File: src/rtl/pipo_wr_arbiter.sv
// Round-robin write arbiter for a shared parallel-in/parallel-out register.
// One requester is granted at a time. Its word is captured into dout_o, and
// load_o/ack_o pulse for one cycle. A fixed idle gap then follows each load.
module pipo_wr_arbiter #(
  parameter int NREQ       = 4,
  parameter int WIDTH      = 4,
  parameter int GAP_CYCLES = 1
) (
  input  logic                      clk_i,
  input  logic                      rst_ni,
  input  logic                      clr_i,
  input  logic [NREQ-1:0]           req_i,
  input  logic [NREQ*WIDTH-1:0]     din_i,
  output logic [NREQ-1:0]           gnt_o,
  output logic [NREQ-1:0]           ack_o,
  output logic                      load_o,
  output logic [WIDTH-1:0]          dout_o,
  output logic [$clog2(NREQ)-1:0]   owner_o,
  output logic                      busy_o
);

  localparam int IW = $clog2(NREQ);
  // The counter is preloaded with GAP_CYCLES-1 so that GAP lasts exactly GAP_CYCLES cycles.
  localparam logic [3:0] GAP_LOAD = (GAP_CYCLES == 0) ? 4'd0 : 4'(GAP_CYCLES - 1);
  localparam logic [NREQ-1:0] ONE_HOT0 = NREQ'(1);
  localparam logic [IW-1:0] LAST_IDX = IW'(NREQ - 1);

  typedef enum logic [1:0] {
    S_IDLE  = 2'd0,
    S_GRANT = 2'd1,
    S_ACK   = 2'd2,
    S_GAP   = 2'd3
  } state_t;

  state_t              state_q;
  logic [NREQ-1:0]     gnt_q;
  logic [NREQ-1:0]     ack_q;
  logic                load_q;
  logic [WIDTH-1:0]    dout_q;
  logic [IW-1:0]       owner_q;
  logic [IW-1:0]       win_q;
  logic [IW-1:0]       ptr_q;
  logic [3:0]          gap_cnt_q;

  logic [WIDTH-1:0]    din_arr [NREQ];
  logic [IW-1:0]       scan_idx [NREQ];
  logic                pick_vld;
  logic [IW-1:0]       pick_idx;
  logic                take_load;
  logic [IW-1:0]       ptr_inc;

  // Split the flattened data bus into one word per requester.
  // scan_idx[k] is the requester examined k-th when scanning upward from the pointer.
  generate
    for (genvar gi = 0; gi < NREQ; gi++) begin : g_lane
      assign din_arr[gi] = din_i[gi*WIDTH +: WIDTH];

      // Wrap the scan position (ptr + gi) back into 0..NREQ-1.
      always_comb begin
        int s;
        s = int'(ptr_q) + gi;
        if (s >= NREQ) begin
          s = s - NREQ;
        end
        scan_idx[gi] = IW'(s);
      end
    end
  endgenerate

  // Find the first active request at or after the pointer.
  always_comb begin
    pick_vld = 1'b0;
    pick_idx = '0;
    for (int k = 0; k < NREQ; k++) begin
      if (!pick_vld && req_i[scan_idx[k]]) begin
        pick_vld = 1'b1;
        pick_idx = scan_idx[k];
      end
    end
  end

  // The load goes ahead only if the granted requester still holds its request in GRANT.
  assign take_load = (state_q == S_GRANT) && req_i[win_q];
  assign ptr_inc   = (win_q == LAST_IDX) ? '0 : win_q + 1'b1;

  // Arbitration FSM. gnt, ack, load, owner and the pointer are all registered here.
  always_ff @(posedge clk_i or negedge rst_ni) begin
    if (!rst_ni) begin
      state_q   <= S_IDLE;
      gnt_q     <= '0;
      ack_q     <= '0;
      load_q    <= 1'b0;
      owner_q   <= '0;
      win_q     <= '0;
      ptr_q     <= '0;
      gap_cnt_q <= '0;
    end else begin
      load_q <= 1'b0;
      ack_q  <= '0;
      case (state_q)
        S_IDLE: begin
          if (pick_vld) begin
            win_q   <= pick_idx;
            gnt_q   <= ONE_HOT0 << pick_idx;
            state_q <= S_GRANT;
          end
        end
        S_GRANT: begin
          if (req_i[win_q]) begin
            load_q  <= 1'b1;
            ack_q   <= gnt_q;
            owner_q <= win_q;
            state_q <= S_ACK;
          end else begin
            // The requester withdrew, so abort and leave the pointer untouched.
            gnt_q   <= '0;
            state_q <= S_IDLE;
          end
        end
        S_ACK: begin
          gnt_q <= '0;
          ptr_q <= ptr_inc;
          if (GAP_CYCLES == 0) begin
            state_q <= S_IDLE;
          end else begin
            gap_cnt_q <= GAP_LOAD;
            state_q   <= S_GAP;
          end
        end
        S_GAP: begin
          if (gap_cnt_q == 4'd0) begin
            state_q <= S_IDLE;
          end else begin
            gap_cnt_q <= gap_cnt_q - 4'd1;
          end
        end
        default: begin
          gnt_q   <= '0;
          state_q <= S_IDLE;
        end
      endcase
    end
  end

  // Shared holding register. A clear takes priority over a coincident load.
  always_ff @(posedge clk_i or negedge rst_ni) begin
    if (!rst_ni) begin
      dout_q <= '0;
    end else if (clr_i) begin
      dout_q <= '0;
    end else if (take_load) begin
      dout_q <= din_arr[win_q];
    end
  end

  assign gnt_o   = gnt_q;
  assign ack_o   = ack_q;
  assign load_o  = load_q;
  assign dout_o  = dout_q;
  assign owner_o = owner_q;
  assign busy_o  = (state_q != S_IDLE);

endmodule

File: config.mk
export PLATFORM = sky130hd
export DESIGN_NAME = pipo_wr_arbiter
export DESIGN_NICKNAME = d
export VERILOG_FILES = /design/src/rtl/pipo_wr_arbiter.sv
export SDC_FILE = /design/constraint.sdc
export NUM_CORES = 1
export LEC_CHECK = 0
export ABC_AREA = 1
export CORE_UTILIZATION = 49
export CTS_CLUSTER_DIAMETER = 100
export DETAILED_ROUTE_END_ITERATION = 16
export GPL_TIMING_DRIVEN = 0
export HOLD_SLACK_MARGIN = 0.02
export PLACE_DENSITY = 0.8
export SETUP_SLACK_MARGIN = 0.3
export SYNTH_ARGS = -nofsm -noshare
export SYNTH_HDL_FRONTEND = slang
export SYNTH_SLANG_ARGS = --single-unit
File: constraint.sdc
create_clock -name clk_i -period 1.5 [get_ports clk_i]
set_input_delay 0.15 -clock clk_i [delete_from_list [all_inputs] [get_ports clk_i]]
set_output_delay 0.15 -clock clk_i [all_outputs]
set_load 0.02 [all_outputs]
# Word level (Yosys, flattened, before mapping)
# Cells that the tools add are included.
[word_totals]
ff_bits = 25
input_bits = 23
[classes]
n_addsub = 9
n_lt_le_gt_ge = 10
n_eq_ne = 7
shift = 1
n_mux = 40
bitwise_logic = 1
reduce_logical = 18
[ops]
columns = ["op", "n"]
rows = [
  ["$mux 4", 8],
  ["$mux 2", 12],
  ["$lt 2x3->1 const B", 5],
  ["$ge 3x3->1 const B", 4],
  ["$pmux 4 s3", 1],
  ["$mux 1", 11],
  ["$bmux 1 s2", 5],
  ["$reduce_and 2->1", 5],
  ["$bmux 4 s2", 1],
  ["$pmux 2 s4", 1],
  ["$pmux 4 s2", 1],
  ["$sub 2x1->2 const B", 4],
  ["$add 2x2->3 const B", 2],
  ["$eq 2x2->1 const B", 3],
  ["$ne 2x2->1 const B", 3],
  ["$reduce_bool 2->1", 3],
  ["$logic_and 1x1->1", 4],
  ["$logic_not 4->1", 1],
  ["$shl 1x2->4 const A", 1],
  ["$sub 4x1->4 const B", 1],
  ["$add 2x1->3 const B", 1],
  ["$ge 2x3->1 const B", 1],
  ["$logic_not 1->1", 3],
  ["$not 2->3", 1],
  ["4 further kinds", 4],
]

# Logic depth before layout (Yosys ltp)
# Gate-level depths: netlist (run 1).
[logic_depth]
ltp_word = 17
ltp_mapped = 13
mapped_depth_nobuf = 12

# Worst setup path before layout (run 1)
# Ideal clock, no wire load.
[synth_timing]
kind = "register to register"
startpoint = "register ptr_q[0]"
endpoint = "register gnt_q[2] (netlist: gnt_o[2])"
setup_ns = 0.124
t_arrival_ns = 1.273
t_required_ns = 1.376
path_slack_ns = 0.103
path_stages_with_launch = 12
path_buffers = 1
synth_period_minus_slack_ns = 1.397
cell_sequence = "dfrtp_1 -> buf_6 -> inv_8 -> nand2_2 -> nand3_1 -> nand2_2 -> nor2_4 -> nand4_2 -> nand2_2 -> inv_2 -> nor2_1 -> a21oi_1"
[synth_via]
elab_chain_len = 17
word_cells_on_any_way = 42
cone_classes = "add/sub: 7; order compare: 4; eq/ne: 1; shift: 1; mux: 22; reduce/logical: 7"
[synth_lines]
columns = ["item", "line", "rtl"]
rows = [
  ["start: declaration", "42", "logic [IW-1:0] ptr_q;"],
  ["start signal: assignment", "122", "ptr_q <= ptr_inc;"],
  ["branches (longest 17 deep; another with $add 2x1->3)", "n/a", ""],
  ["end signal: assignment", "104", "gnt_q <= ONE_HOT0 << pick_idx;"],
  ["end: declaration", "36", "logic [NREQ-1:0] gnt_q;"],
]
# Parallel ways; which one is timed is not known. The select of a mux whose other input is x is not followed.
# A chain may end at the register's enable or synchronous reset.

# Worst setup path after layout (run 1)
# Ends and elaborated chain as after synthesis.

==> run metrics, run 1 <==
status complete, but fails checks; Area growth syn-to-layout 51.8%; cells after synthesis around 210; clock slew seen by the registers of the worst setup and hold paths ~140 ps; M3 GR Usage 0.0330; placed cells roughly 290; routed vias/inst approximately 5.3; setup repair after global routing missed its margin yes; fin area ~0.0024 mm²; CTS tree yes; flops & latches, synth 25; Core ar. between 0.003 and 0.004 mm²; total power approximately 4.6 mW; top cells by area, synth dfrtp_1 40%, nand2_1 13%, inv_1 6.0%; Synth Warn # 0; Total GRT Usage 0.238; clock period minus worst slack between 1500 and 2000 ps; Die Width ~59 µm; routed length per placed instance 13.6 µm; clock skew 0.863 ps; leakage power about 1.1 nW; area leader, netlist dfrtp_1; antenna-violating nets left 0; clk root buf clkbuf_4; main combinational cell family by area after synthesis simple AND/OR/NAND/NOR gates; post-synthesis mux area share 0; Critical R2R Launch ptr_q[0]$_DFFE_PN0P_; Max-Cap Viols 0; worst skew pair latency between 300 and 400 ps; DRT Wirelength between 4000 and 5000 µm; met2 usage 0.422; Starting Density 0.515; fin cells between 300 and 400; clk buf depth 2; H-tree depth 1; Layout fillers 213; fmax 0.602 GHz; Max Slew Vio Count 0; antenna violations before repair 0; clock sinks 25; Post-Syn Area approximately 0.0016 mm²; Mapped Nets 236; ys async rst share 1.00; die area ~0.0034 mm²; share of layout cells above drive strength 1 0.417; Adder-Cell Fraction of Synth Area 0.0557; Slew @ Worst Pin between 1000 and 1500 ps; pin count of the biggest net entering global routing 26; antenna fix cells 0; count of flip-flops with a built-in enable after synthesis 0; GP Congestion 0.935; worst setup margin -160 ps; DP HPWL approximately 2500 µm; Compound-Gate Fraction of Synth Area 0.146; CTS Hold Bufs 0; maximum vdd drop ~0.0011 V; failing checks setup timing; Die Height between 50 and 60 µm; min-delay worst type in -> async; gr ovfl total 0; Ports 39; DP Area about 0.0020 mm²; xor and xnor area share after synthesis 0.0111; first-pass GRT wire length ~6300 µm; Worst setup EP type flip-flop; R2R depth 11; Final Hold Fails 0; Max transition margin 0.257; DRC viols 0; Via Count 1,594; R2R Setup Slk -160 ps; CTS Buf Count 3; worst-path fanout max 9; Fin Hold WS ~140 ps; vias in the first global route ~1,500; crit path kind reg -> reg; cell with the most instances after synthesis nand2_1; Yosys top cell area share 0.398; Avg Inst Size Synth approximately 7.6 µm²; top cells by count, synth 53 x nand2_1, 25 x dfrtp_1, 25 x inv_1, 16 x a21oi_1, 13 x nand2_2; crit path from ptr_q[0]$_DFFE_PN0P_; GRT met1 Usage 0.296; Critical Path Start Type flip-flop; Worst Path Required between 1500 and 2000 ps; Row Count 20; Post-layout nets 290; Simple-Gate Fraction of Synth Area 0.291; Main synth FF type dfrtp_1; Most Used Layer, Global Route met2; Port Buf Inserts 38; library cells used by synthesis 29; Tcrit/Tclk final 1.11; CP Capture Point gnt_o[2]$_DFFE_PN0P_; drt initial violations between 60 and 70; Multi-input gate area about 0.0011 mm²; sequential cell area 629 µm²; drt first pass iters 4; R2R Path End gnt_o[2]$_DFFE_PN0P_; Finish-stage setup viols 8; PD cells slightly below 2000 mW/mm²; Critical Path AT 1890 ps; Seq/Total Area, Yosys 0.398
==> final cells by class <==
cell class | count | area share
multi-input cells | 146 | 0.442
flip-flops and latches | 25 | 0.264
repair buffers | 49 | 0.184
inverters | 31 | 0.0561
well taps | 44 | 0.0231
plain buffers | 4 | 0.0178
clock buffers | 3 | 0.00943
clock inverters | 1 | 0.00314
==> placed cells by master (no fill, tap or decap), types with 2 or more instances in the layout <==
cell type / instances
a21oi_1: 12
a21oi_2: 3
a32o_1: 4
buf_4: 7
buf_6: 7
clkbuf_2: 8
clkbuf_4: 3
clkdlybuf4s15_1: 6
clkdlybuf4s50_1: 21
dfrtp_1: 22
dfrtp_2: 3
dlygate4sd2_1: 3
ha_1: 4
ha_4: 2
inv_1: 16
inv_2: 11
inv_8: 2
nand2_1: 36
nand2_2: 23
nand2_4: 8
nand3_1: 3
nand3_2: 9
nand3_4: 2
nor2_1: 6
nor2_2: 2
nor2_4: 4
nor3_1: 2
o21ai_0: 4
o21ai_1: 8
o21ai_2: 4
o22ai_2: 3
==> timing repair <==
action	CTS	global route
gates cloned	1	0
buffers inserted	8	2
resized for setup	61	59
endpoints found under the hold margin	0	0
endpoints found under the setup margin	39	38
pin swaps	11	7
==> logic make-up (layout without fill, tap and decap cells) <==
group,count (synthesis),count (layout)
and+or+nand+nor,97,97
adders and majority gates,7,7
buffers and inverters,35,88
xor gates and xnor gates,2,2
DFF,25,25
AOI/OAI and AO/OA,40,40
==> power by group <==
group          switching, mW  internal [mW]
Sequential             0.173          0.886
Combinational           1.97           1.31
Clock                  0.214          0.102
Total                   2.35           2.29
==> worst min-delay path by stage <==
| stage | startpoint | slack [ps] | endpoint | cells after the start |
|---|---|---|---|---|
| finish | rst_ni | 140 | owner_o[0]$_DFFE_PN0P_ | 1 |
| global route | rst_ni | 250 | owner_o[0]$_DFFE_PN0P_ | 1 |
| CTS | rst_ni | 190 | dout_o[0]$_DFFE_PN0P_ | 1 |
| detailed placement | owner_o[0]$_DFFE_PN0P_ | 480 | owner_o[0]$_DFFE_PN0P_ | 2 |
| global placement | owner_o[1]$_DFFE_PN0P_ | 470 | owner_o[1]$_DFFE_PN0P_ | 2 |
| floorplan | rst_ni | -150 | async pin | 0 |
==> critical path: stages, from the launching register on <==
cell	delay (ps)
dfrtp_1	430
buf_6	150
inv_8	90
nand2_2	70
nand3_2	70
nand2_1	90
inv_1	180
nand4_4	150
nand2_4	120
inv_2	70
nor2_1	90
a21oi_1	50
==> metal layers <==
| layer | share of wire | vias up | wire length (µm) |
|---|---|---|---|
| li1 | - | 772 | - |
| met5 | 0 | - | 0 |
| met2 | 0.50 | 55 | 2060 |
| met4 | 0.028 | 0 | 113 |
| met3 | 0.046 | 15 | 187 |
| met1 | 0.43 | 752 | 1750 |
==> state kept, by name, indices dropped and copies added (netlist names), named ones only <==
| signal | count |
|---|---|
| win_q | 2 |
| ack_o | 4 |
| gap_cnt_q | 4 |
| ptr_q | 2 |
| dout_o | 4 |
| state_q | 1 |
| load_o | 1 |
| gnt_o | 4 |
| owner_o | 2 |
==> stage by stage <==
stage,setup TNS [ps],utilization,worst slack [ps]
2_1_floorplan,0,-,111
3_3_place_gp,-1250,0.667,-184
3_5_place_dp,-2790,0.667,-208
4_1_cts,-171,0.730,-54.4
5_1_grt,-1320,0.782,-225
6_report,-820,0.782,-160
(Power assumes the default switching activity.)
==> run 2: changes to the inputs <==
--- a/config.mk
+++ b/config.mk
@@ -12,5 +12,5 @@
 export GPL_TIMING_DRIVEN = 0
 export HOLD_SLACK_MARGIN = 0.02
-export PLACE_DENSITY = 0.8
+export PLACE_DENSITY_LB_ADDON = 0.2
 export SETUP_SLACK_MARGIN = 0.3
 export SYNTH_ARGS = -nofsm -noshare
==> constraint.sdc (replaced) <==
create_clock -name clk_i -period 1.6 [get_ports clk_i]
set_input_delay 0.16 -clock clk_i [delete_from_list [all_inputs] [get_ports clk_i]]
set_output_delay 0.16 -clock clk_i [all_outputs]
set_load 0.01 [all_outputs]
==> run metrics, run 2 (synthesized netlist as in run 1, its figures left out) <==
status complete, but fails checks; failing checks setup timing; Port Buf Inserts 38 (unchanged); clk buf depth 2 (unchanged); Max-Cap Viols 0 (unchanged); clock slew seen by the registers of the worst setup and hold paths 130 ps (about the same); CP cell instances buf_6 > clkinv_8 > nand2_4 > nand2_4 > nand2_2 > nand2_2 > nor2_4 > nand4_1 > nand2_2 > inv_2 > nand2_1 > a21oi_1; Post-layout nets 310 (+6.9%); DRC viols 0 (unchanged); CTS Hold Bufs 0 (unchanged); DP HPWL 2550 µm (about the same); fin cells 323 (+6.6%); crit path kind reg -> reg; placed cells 288 (unchanged); CTS tree yes; PD cells 1840 mW/mm² (-5.6%); Starting Density 0.515 (unchanged); Area growth syn-to-layout 66.5%; H-tree depth 1 (unchanged); worst setup margin -74.9 ps (+85.1 ps); fmax 0.597 GHz (-0.89%); commonest non-fill, non-tap cell in the layout nand2_1; Max transition margin 0.263 (+0.00669); Slew @ Worst Pin 1100 ps (-11.8 ps); antenna-violating nets left 0 (unchanged); routed vias/inst 5.55 (+5.5%); combinational power share 0.736 (+0.032); Finish-stage setup viols 5 (-3); first-pass GRT wire length 6880 µm (+9.3%); CTS Buf Count 3 (unchanged); min-delay worst type in -> async; Layout fillers 154 (-28%); Core ar. 0.00305 mm² (unchanged); clk root buf clkbuf_4; Net Sw Power 2.38 mW (+0.97%); DRT Wirelength 5420 µm (+32%); Critical Path Start Type flip-flop; drt initial violations 138 (+100%); vias in the first global route 1,555 (+3.5%); delay-heaviest family, CP simple AND/OR/NAND/NOR gates; Worst path slowest cell dfrtp_1; Tcrit/Tclk final 1.05 (-0.0598); Sequential Power Share 0.207 (-0.021); clock skew 7.40 ps (+6.53 ps); Ports 39 (unchanged); GP Congestion 0.860 (-8.1%); Fin Hold WS 33.5 ps (-102 ps); Die Width 58.7 µm (unchanged); leakage power 1.28 nW (+15%); clock share of power 0.057 (-0.011); maximum vdd drop 0.00109 V (+2.3%); share of layout cells above drive strength 1 0.444 (+0.0275); Worst setup EP type flip-flop; setup repair after global routing missed its margin yes; worst-path fanout max 6 (-3); gr ovfl total 0 (unchanged); Die Height 58.7 µm (unchanged); sw frac 0.493 (-0.0129); pin count of the biggest net entering global routing 26 (unchanged); most frequent cells in the layout 35 x nand2_1, 24 x buf_4, 22 x dfrtp_1; Via Count 1,793 (+12%); antenna fix cells 0 (unchanged); Worst path max stage delay 390 ps (-40 ps); Total GRT Usage 0.266 (+0.0275); die area 0.00344 mm² (unchanged); Cell Int Power 2.44 mW (+6.3%); drt first pass iters 5 (+1); most used cell, CP nand2_2; routed length per placed instance 16.8 µm (+24%); Final Hold Fails 0 (unchanged); Critical Path AT 1890 ps (about the same); Row Count 20 (unchanged); clock period minus worst slack 1670 ps (+14.9 ps); Max Slew Vio Count 0 (unchanged); crit path buf inv count 3 (-1); clock sinks 25 (unchanged); Worst Path Required 1810 ps (+80 ps); worst skew pair latency 310 ps (-20 ps); antenna violations before repair 0 (unchanged)
-- run 2: changes by cell type in the layout (fill, tap and decap cells not counted), sizes merged --
cell and delta:
clkinv +1, buf +20, dlygate4sd2 +12, clkbuf -7
clkinvlp -1, dlymetal6s2s +1, clkdlybuf4s15 -6
-- run 2: path summary, 6_finish.rpt --
check | start | end | slack, ps | cells past startpoint
min reg2reg | owner_o[0]$_DFFE_PN0P_ | owner_o[0]$_DFFE_PN0P_ | 520 | 2
max | ptr_q[0]$_DFFE_PN0P_ | gnt_o[1]$_DFFE_PN0P_ | -70 | 12
max in group asynchronous | rst_ni | ptr_q[1]$_DFFE_PN0P_ | 830 | 1
max reg2reg | ptr_q[0]$_DFFE_PN0P_ | gnt_o[1]$_DFFE_PN0P_ | -70 | 12
min | rst_ni | ack_o[0]$_DFF_PN0_ | 30 | 1
min in group clk_i | owner_o[0]$_DFFE_PN0P_ | owner_o[0]$_DFFE_PN0P_ | 520 | 2
-- run 2: layout make-up --
type	count	area, µm²	area share
Clock buffer	4	26.3	0.0100
Sequential cell	25	629	0.240
Timing Repair inverter	1	6.26	0.00239
Timing Repair Buffer	68	622	0.237
Buffer	4	38.8	0.0148
Multi-Input combinational cell	146	1100	0.421
Inverter	31	138	0.0526
Tap cell	44	55.1	0.0210
-- run 2: stage by stage --
step / setup TNS (ps) / setup slack [ps] / total power, mW / utilization / cell area [µm²]
3_3_place_gp: -461 / -124 / 3.13 / 0.662 / 2020
6_report: -228 / -74.9 / 4.81 / 0.858 / 2620
2_1_floorplan: 0 / 212 / 2.51 / - / 1590
3_5_place_dp: -646 / -130 / 3.17 / 0.662 / 2020
5_1_grt: -799 / -148 / 5.08 / 0.858 / 2620
4_1_cts: 0 / 54.7 / 4.07 / 0.781 / 2380
-- run 2: timing repair --
| item | in CTS | in global routing |
|---|---|---|
| pin swaps | 10 | 15 |
| buffers inserted | 19 | 10 |
| endpoints found under the setup margin | 35 | 22 |
| cloned | 2 | 0 |
| resized for setup | 74 | 43 |
-- run 2: layer usage --
layer  vias up  share of wire  GRT usage
li1        818              -          -
met1       847           0.38      0.322
met2       107           0.51      0.460
met3        21          0.074     0.0571
met4         0          0.031      0.109
met5         -              0          0
-- run 2: power groups by stage --
stage	Clock, mW	Sequential, mW	Combinational, mW
floorplan	0	1.01	1.50
CTS	0.279	0.958	2.84
global placement	0	0.967	2.17
finish	0.275	0.994	3.55
global route	0.313	1.01	3.76
detailed placement	0	0.975	2.19
